[src/rtl/bpu_pht_updater.sv]
// bpu_pht_updater
// Update-side driver for a gshare pattern history table. It owns the speculative
// and architectural global history registers and tracks in-flight conditional
// branch predictions in an in-order FIFO.
//
// Fetch side: lookup_addr = pred_pc[PHT_WIDTH+1:2] ^ spec_ghr. Each accepted
// prediction {lookup_addr, pred_taken} is recorded in the FIFO, and the
// speculative history is shifted with the predicted direction.
// Resolve side: the oldest record is popped when its branch resolves. The PHT
// update port (branch_en/update_addr/taken) is driven one cycle later. A
// mispredict or a flush squashes all younger records and rebuilds the
// speculative history from the architectural one.
//
// Ports
//   clk, rst        clock and synchronous active-high reset
//   pred_valid      a conditional branch is predicted this cycle
//   pred_pc         PC of that branch
//   pred_taken      PHT prediction returned for lookup_addr
//   pred_ready      FIFO not full (combinational)
//   lookup_addr     PHT index for pred_pc (combinational)
//   resolve_valid   oldest in-flight branch resolved
//   resolve_taken   actual direction of that branch
//   flush           non-branch pipeline redirect
//   branch_en       PHT update strobe (registered)
//   update_addr     PHT index to train (registered)
//   taken           direction to train (registered)
//   mispredict      one-cycle pulse when the resolved direction differs from the prediction
//   inflight        FIFO occupancy
module bpu_pht_updater #(
   parameter int PHT_WIDTH  = 6,
   parameter int PC_WIDTH   = 32,
   parameter int FIFO_DEPTH = 8
) (
   input  logic                           clk,
   input  logic                           rst,
   input  logic                           pred_valid,
   input  logic [PC_WIDTH-1:0]            pred_pc,
   input  logic                           pred_taken,
   output logic                           pred_ready,
   output logic [PHT_WIDTH-1:0]           lookup_addr,
   input  logic                           resolve_valid,
   input  logic                           resolve_taken,
   input  logic                           flush,
   output logic                           branch_en,
   output logic [PHT_WIDTH-1:0]           update_addr,
   output logic                           taken,
   output logic                           mispredict,
   output logic [$clog2(FIFO_DEPTH):0]    inflight
);

   localparam int PTR_W = $clog2(FIFO_DEPTH);
   localparam int CNT_W = PTR_W + 1;

   logic [PHT_WIDTH-1:0] fifo_idx  [FIFO_DEPTH];
   logic                 fifo_pred [FIFO_DEPTH];
   logic [PTR_W-1:0]     head;
   logic [PTR_W-1:0]     tail;
   logic [CNT_W-1:0]     count;

   logic [PHT_WIDTH-1:0] spec_ghr;
   logic [PHT_WIDTH-1:0] arch_ghr;
   logic [PHT_WIDTH-1:0] arch_ghr_next;

   logic full;
   logic empty;
   logic do_pop;
   logic do_push;
   logic head_mispredict;
   logic clear_fifo;

   // Only the word-index bits of the PC feed the hash; the rest is folded here
   // so the unused bits are visibly accounted for.
   logic unused_pc_bits;
   assign unused_pc_bits = ^{pred_pc[PC_WIDTH-1:PHT_WIDTH+2], pred_pc[1:0]};

   function automatic logic [PHT_WIDTH-1:0] ghr_shift(input logic [PHT_WIDTH-1:0] ghr,
                                                      input logic dir);
      return {ghr[PHT_WIDTH-2:0], dir};
   endfunction

   // Occupancy flags and the hashed lookup index seen by the fetch side.
   assign full        = (count == CNT_W'(FIFO_DEPTH));
   assign empty       = (count == '0);
   assign pred_ready  = !full;
   assign lookup_addr = pred_pc[PHT_WIDTH+1:2] ^ spec_ghr;
   assign inflight    = count;

   // Decide what happens this cycle. A pop only happens with something to pop.
   // A wrong head prediction or a flush wipes the FIFO, and any push in that
   // cycle belongs to the squashed path, so it is dropped. A full FIFO rejects
   // a push even if the head leaves in the same cycle, which keeps pred_ready
   // free of any dependence on the resolve inputs.
   always_comb begin
      do_pop          = resolve_valid && !empty;
      head_mispredict = do_pop && (resolve_taken != fifo_pred[head]);
      clear_fifo      = head_mispredict || flush;
      do_push         = pred_valid && !full && !clear_fifo;
      arch_ghr_next   = do_pop ? ghr_shift(arch_ghr, resolve_taken) : arch_ghr;
   end

   // Record storage has no reset. The pointers and count decide which slots are
   // live, so stale contents are never observed.
   always_ff @(posedge clk) begin
      if (do_push) begin
         fifo_idx[tail]  <= lookup_addr;
         fifo_pred[tail] <= pred_taken;
      end
   end

   // FIFO bookkeeping. Pointers wrap naturally because the depth is a power of
   // two. A clear returns everything to the empty state at once.
   always_ff @(posedge clk) begin
      if (rst || clear_fifo) begin
         head  <= '0;
         tail  <= '0;
         count <= '0;
      end else begin
         if (do_push) begin
            tail <= tail + PTR_W'(1);
         end
         if (do_pop) begin
            head <= head + PTR_W'(1);
         end
         unique case ({do_push, do_pop})
            2'b10:   count <= count + CNT_W'(1);
            2'b01:   count <= count - CNT_W'(1);
            default: count <= count;
         endcase
      end
   end

   // Global history. The architectural copy advances only on resolved branches.
   // The speculative copy advances on every accepted prediction. After a
   // mispredict or a flush it restarts from the architectural history, which
   // already includes the branch resolving this cycle. That keeps the two copies
   // equal whenever nothing is in flight.
   always_ff @(posedge clk) begin
      if (rst) begin
         arch_ghr <= '0;
         spec_ghr <= '0;
      end else begin
         arch_ghr <= arch_ghr_next;
         if (clear_fifo) begin
            spec_ghr <= arch_ghr_next;
         end else if (do_push) begin
            spec_ghr <= ghr_shift(spec_ghr, pred_taken);
         end
      end
   end

   // PHT update port, registered one cycle after the pop. The strobe and the
   // mispredict pulse last exactly one cycle. Address and direction hold their
   // last trained values between strobes.
   always_ff @(posedge clk) begin
      if (rst) begin
         branch_en   <= 1'b0;
         mispredict  <= 1'b0;
         taken       <= 1'b0;
         update_addr <= '0;
      end else begin
         branch_en  <= do_pop;
         mispredict <= head_mispredict;
         if (do_pop) begin
            update_addr <= fifo_idx[head];
            taken       <= resolve_taken;
         end
      end
   end

endmodule
[config.mk]
export PLATFORM = sky130hd
export DESIGN_NAME = bpu_pht_updater
export DESIGN_NICKNAME = d
export VERILOG_FILES = /design/src/rtl/bpu_pht_updater.sv
export SDC_FILE = /design/constraint.sdc
export NUM_CORES = 1
export LEC_CHECK = 0
export CAP_MARGIN = 20
export CORE_UTILIZATION = 30
export CTS_CLUSTER_SIZE = 30
export DETAILED_ROUTE_END_ITERATION = 16
export GPL_TIMING_DRIVEN = 0
export PLACE_DENSITY = 0.59
export RECOVER_POWER = 100
export SLEW_MARGIN = 20
export SYNTH_ARGS = -nofsm -noshare
export SYNTH_HDL_FRONTEND = slang
export SYNTH_SLANG_ARGS = --single-unit
[constraint.sdc]
create_clock -name clk -period 3.28 [get_ports clk]
set_clock_uncertainty 0.1 [all_clocks]
set_input_delay 0.656 -clock clk [delete_from_list [all_inputs] [get_ports clk]]
set_output_delay 0.656 -clock clk [all_outputs]
set_load 0.05 [all_outputs]
## Word level (Yosys, flattened, before mapping)

Memory sizes are Yosys's and may differ from the RTL's. A register that Yosys moved wholly into a read port is not among the register bits.
Cells that the tools add are included.
Widths: inputs -> output; s select.

| operators by class | value |
|---|---|
| mux-type cells | 8 |
| equality and inequality tests | 4 |
| magnitude comparators | 0 |
| divide/modulo/power cells | 0 |
| $mul | 0 |
| reductions and logical operators | 12 |
| shifts and indexed selects | 0 |
| $add $sub $neg | 4 |
| bitwise operators | 1 |

Operators by type and width:

| cell | count |
|---|---|
| $mux 6 | 3 |
| $pmux 4 s2 | 1 |
| $add 3x1->3 const B | 2 |
| $mux 3 | 2 |
| $xor 6x6->6 | 1 |
| $add 4x1->4 const B | 1 |
| $eq 4x4->1 const B | 1 |
| $logic_and 1x1->1 | 4 |
| $logic_not 4->1 | 1 |
| $reduce_bool 2->1 | 2 |
| $sub 4x1->4 const B | 1 |
| $logic_not 1->1 | 3 |
| $eq 2x1->1 const B | 1 |
| $eq 2x2->1 const B | 1 |
| $logic_or 1x1->1 | 2 |
| $mux 1 | 2 |
| $ne 1x1->1 | 1 |

| word-level totals | value |
|---|---|
| memories | 2 |
| output and inout port bits | 20 |
| bits in read-only memories | 0 |
| word-level logic and storage cells | 39 |
| bits in latches | 0 |
| bits of input ports | 39 |
| flip-flop bits (word level) | 25 |
| bits in writable memories | 56 |

Memories:

| name | depth | width | read ports | clocked after memory_dff | write ports | line | source |
|---|---|---|---|---|---|---|---|
| fifo_idx | 8 | 6 | 1 | 1 | 1 | 54 | `logic [PHT_WIDTH-1:0] fifo_idx [FIFO_DEPTH];` |
| fifo_pred | 8 | 1 | 1 | 1 | 1 | 55 | `logic fifo_pred [FIFO_DEPTH];` |

## Longest topological paths before layout

| logic depth | value |
|---|---|
| depth in word-level cells | 9 |
| mapped depth | 15 |
| gate-level depth less buffers | 13 |

## Worst setup path after synthesis

No wires, ideal clock.

| timing | value |
|---|---|
| kind | register to register |
| start point | reg count[1], in the netlist inflight[1] |
| end point | reg count[2], in the netlist inflight[2] |
| data required time | 3,063 ps |
| slack | 54 ps |
| period minus slack after synthesis | 3,226 ps |
| cell stages (with the launch flop) | 16 |
| setup time | 117 ps |
| data arrival time | 3,009 ps |
| path through | dfxtp_1 -> buf_2 -> o41ai_4 -> inv_2 -> nand2_2 -> mux2i_2 -> buf_6 -> or3_1 -> ha_1 -> xor2_1 -> ha_1 -> a21oi_1 -> xor2_1 -> nor2_1 -> xnor2_1 -> nor2_1 |

| on the way | value |
|---|---|
| cells in the longest elaborated chain, start to end | 9 |
| elaborated cells between the ends (all ways) | 17 |

RTL lines:

| element | line | source |
|---|---|---|
| start, declared | 58 | `logic [CNT_W-1:0] count;` |
| start signal, assigned | 125 | `2'b10: count <= count + CNT_W'(1);` |
| start signal, assigned | 126 | `2'b01: count <= count - CNT_W'(1);` |
| start signal, assigned | 127 | `default: count <= count;` |
| $logic_not 4->1 | 83 | `assign empty = (count == '0);` |
| $logic_not 1->1 | 94 | `do_pop = resolve_valid && !empty;` |
| $logic_and 1x1->1 | 94 |  |
| $logic_and 1x1->1 | 95 | `head_mispredict = do_pop && (resolve_taken != fifo_pred[head]);` |
| $logic_or 1x1->1 | 96 | `clear_fifo = head_mispredict \|\| flush;` |
| $logic_not 1->1 | 97 | `do_push = pred_valid && !full && !clear_fifo;` |
| $logic_and 1x1->1 | 97 |  |
| $eq 2x1->1 / $eq 2x2->1 (equally long branches) | 124 | `unique case ({do_push, do_pop})` |
| $pmux 4 s2 / $reduce_bool 2->1 (equally long branches) | - |  |

Parallel ways exist; a longest one is shown, timed or not.
A chain may end at the register's enable or synchronous reset.

## Final worst setup path

| timing | value |
|---|---|
| start point | in pred_pc[5] |
| end point | out lookup_addr[3] |

| on the way | value |
|---|---|
| cells in the longest elaborated chain, start to end | 1 |

RTL lines:

| element | line | source |
|---|---|---|
| start, declared | 37 | `input logic [PC_WIDTH-1:0] pred_pc,` |
| $xor 6x6->6 | 85 | `assign lookup_addr = pred_pc[PHT_WIDTH+1:2] ^ spec_ghr;` |
| end, declared | 40 | `output logic [PHT_WIDTH-1:0] lookup_addr,` |

Every way passes these cells.

==> flow_summary_export.csv <==
group,metric,value,unit
status,status,"finished, violations left",
status,violations,"DRC",
critical_path,critPathMaxFanout,9,
route,postRouteAntennaNets,0,
global_routing,antenna_found_initial,0,
route,drc,1,
power,sequentialPowerShare,49.3,%
critical_path,arrival,2.38,ns
global_routing,grt_overflow_total,0,
route,wire_per_inst,16.8,µm
yosys,syn_avg_cell_area,14.6,µm²
yosys,synth-xor-area-share,3.61,%
finish,nNetsFinal,339,
clock_tree,cts_sinks,90,
finish,n_antenna_cell,0,
place,portBuffers,32,
yosys,synth_cell_type_count,35,
sta,clock.fmax,319,MHz
global_routing,grt_max_degree,16,
clock_tree,clk_pin_slew_worst_paths,0.06,ns
power,combPwrFrac,6.6,%
clock_tree,cts-buffers-inserted,9,
yosys,ys_seq_area_share,64.9,%
floorplan,num_rows,39,
power,clkPwrFrac,44.0,%
floorplan,fp.dieW,112,µm
place,dpl.cell_count,427,
sta,final-hold-violation-count,0,
clock_tree,cts_buffer_depth,2,
place,hpwl,5.16,mm
yosys,syn_area,0.00364,mm²
route,num_vias,2178,
power,switching_share,21.8,%
power,internal_power,1940,µW
sta,setup_violations,0,
finish,syn2layout_area_growth,23.6,%
power,p_sw,542,µW
finish,drive_gt1_share,15.0,%
route,drt-pass1-iter-count,10,
route,via_per_inst,4.92,
power,power.density,553,mW/mm²
floorplan,die_area,0.0126,mm²
finish,final_cells,443,
critical_path,crit_path_start_kind,"input pin",
worst_hold_path,hp-class,"reg -> reg",
sta,rsz0062_at_grt,"false",
critical_path,required,2.52,ns
floorplan,pin_count,59,
clock_tree,root_buffer,"clkbuf_16",
critical_path,worstSetupEndpointType,"primary output",
yosys,synth_fa_ha_area_share,1.72,%
yosys,synth_seq_cells,90,
power,p_leak,0.00151,µW
power,power.total,2490,µW
floorplan,die_h,112,µm
yosys,ys_warn_count,0,
yosys,synth_top_family_by_area,"multiplexers",
clock_tree,insertion_delay,0.33,ns
global_routing,grt_pass1_vias,2151,
run,drv_cap,0,
yosys,syn_nets,293,
route,drt_iter0_drc,103,
clock_tree,htreeDepth,3,
power,ir_drop,0.220,mV
yosys,synth_simple_gate_area_share,8.53,%
sta,period_share,95.6,%
yosys,synth-compound-area-share,6.19,%
clock_tree,cts_hold_buf,0,
global_routing,groute.usage.overall,12.9,%
floorplan,core,0.0116,mm²
sta,worst_pin_slew,0.913,ns
sta,report.final.slew_viol_count,0,
clock_tree,cts_tree,"done",
yosys,syn_inst,249,
critical_path,crit_type,"in -> out",
floorplan,initial_core_util,31.3,%
sta,finalCriticalPeriod,3.14,ns
sta,slew_headroom,39.2,%
yosys,synth_mux_area_share,13.1,%
route,routed_wl,7.45,mm
place,gp_congestion,0.717,
global_routing,grt_pass1_wl,12.0,mm
-- worst max-delay path, stage by stage --
cell and delay [ns]:
dlygate4sd3_1 0.57, xor2_1 0.54, dlygate4sd2_1 0.61
-- worst paths after layout --
path,from,slack (ns),to,cells past startpoint
worst max-delay path,pred_pc[5],0.14,lookup_addr[3],3
worst min-delay path,taken,0.37,taken,2
worst max register to register,flop,0.26,inflight[2],13
worst min register to register,taken,0.37,taken,2
-- power groups by stage --
| stage | logic [µW] | clock network, µW | registers, µW |
|---|---|---|---|
| floorplan | 89.8 | 0 | 1270 |
| global placement | 169 | 0 | 1250 |
| detailed placement | 175 | 0 | 1250 |
| CTS | 175 | 1110 | 1230 |
| global route | 179 | 1160 | 1230 |
| finish | 165 | 1100 | 1230 |
-- routing by layer --
layer | vias to the layer above | share of wire (%) | track usage (%)
met4 | 0 | 1.4 | 5.96
met2 | 52 | 49 | 21.1
met1 | 1088 | 46 | 16.7
met3 | 9 | 4.1 | 2.59
met5 | - | 0 | 0
li1 | 1029 | - | -
-- timing repair --
action                     4_1_cts  5_1_grt
pin swaps                        1        0
setup endpoints to repair       13        3
buffers inserted                 1        0
resized for setup                6        3
-- layout make-up --
class / count / area, µm²
Fill cell: 1099 / 7110
Sequential cell: 90 / 2360
Multi-Input combinational cell: 143 / 1250
Timing Repair Buffer: 36 / 324
Clock buffer: 10 / 229
Tap cell: 143 / 179
Clock inverter: 6 / 91.3
Buffer: 14 / 62.6
Inverter: 1 / 3.75
-- synth_stat cells --
cell / n / area share, %
a21boi_1: 1 / 0.21
o21bai_1: 1 / 0.21
or2_1: 1 / 0.17
nand3b_1: 3 / 0.62
clkbuf_1: 8 / 0.83
dfxtp_1: 34 / 19
ha_1: 5 / 1.7
o41ai_4: 1 / 0.76
xor2_1: 12 / 2.9
or3_4: 1 / 0.31
a211oi_1: 7 / 1.4
buf_2: 3 / 0.41
mux4_2: 13 / 8.0
o21ai_1: 6 / 0.83
nor2b_1: 1 / 0.17
buf_6: 1 / 0.31
or3_1: 2 / 0.34
a21oi_1: 11 / 1.5
nor4_1: 1 / 0.17
inv_2: 1 / 0.10
nor3_1: 1 / 0.14
nand2_1: 20 / 2.1
mux2i_1: 17 / 4.7
o31ai_1: 6 / 1.2
edfxtp_1: 56 / 46
nor4_2: 1 / 0.34
nor2_1: 19 / 2.0
buf_1: 3 / 0.31
nand4b_1: 1 / 0.24
mux2i_2: 1 / 0.38
nor4b_1: 2 / 0.48
nand2b_1: 3 / 0.52
nand2_2: 1 / 0.17
xnor2_1: 3 / 0.72
nor4b_2: 2 / 0.83
-- cell usage in the layout (no fill, tap or decap), types with 4 or more instances in the layout --
master / synthesis / final
a211oi_1: 7 / 7
a21oi_1: 11 / 11
clkbuf_1: 8 / 13
clkbuf_16: 0 / 9
clkdlybuf4s50_1: 0 / 4
dfxtp_1: 34 / 33
dlygate4sd2_1: 0 / 4
dlygate4sd3_1: 0 / 22
edfxtp_1: 56 / 56
ha_1: 5 / 5
mux2i_1: 17 / 17
mux4_2: 13 / 13
nand2_1: 20 / 20
nor2_1: 19 / 19
o21ai_0: 0 / 4
o31ai_1: 6 / 6
xor2_1: 12 / 12
-- cells by family after synthesis --
family | after synthesis
compound gates | 33
xor+xnor | 15
fa+ha+maj | 5
buf+inv | 16
flops | 90
mux | 31
simple gates | 59
-- through the flow --
step                      instance area, µm²  setup WS, ns  TNS [ns]  util [%]  hold WS, ns
final                                   4500         0.144         0      38.7        0.367
after floorplan                         3640        0.0535         0         -        0.331
after global placement                  4140        -0.928    -25.23      35.6        0.346
after global routing                    4500       0.00580         0      38.7        0.398
after detailed placement                4200        -0.331     -5.16      36.1        0.360
after CTS                               4540        0.0110         0      39.1        0.369
-- registers in the layout (all words and copies together), names as in the netlist, named ones only --
signal and count:
fifo_idx 48, fifo_pred 8, arch_ghr 6, spec_ghr 6
update_addr 6, inflight 4, head 3, tail 3
branch_en 1, mispredict 1, taken 1
Power figures use the tool's default switching activity.
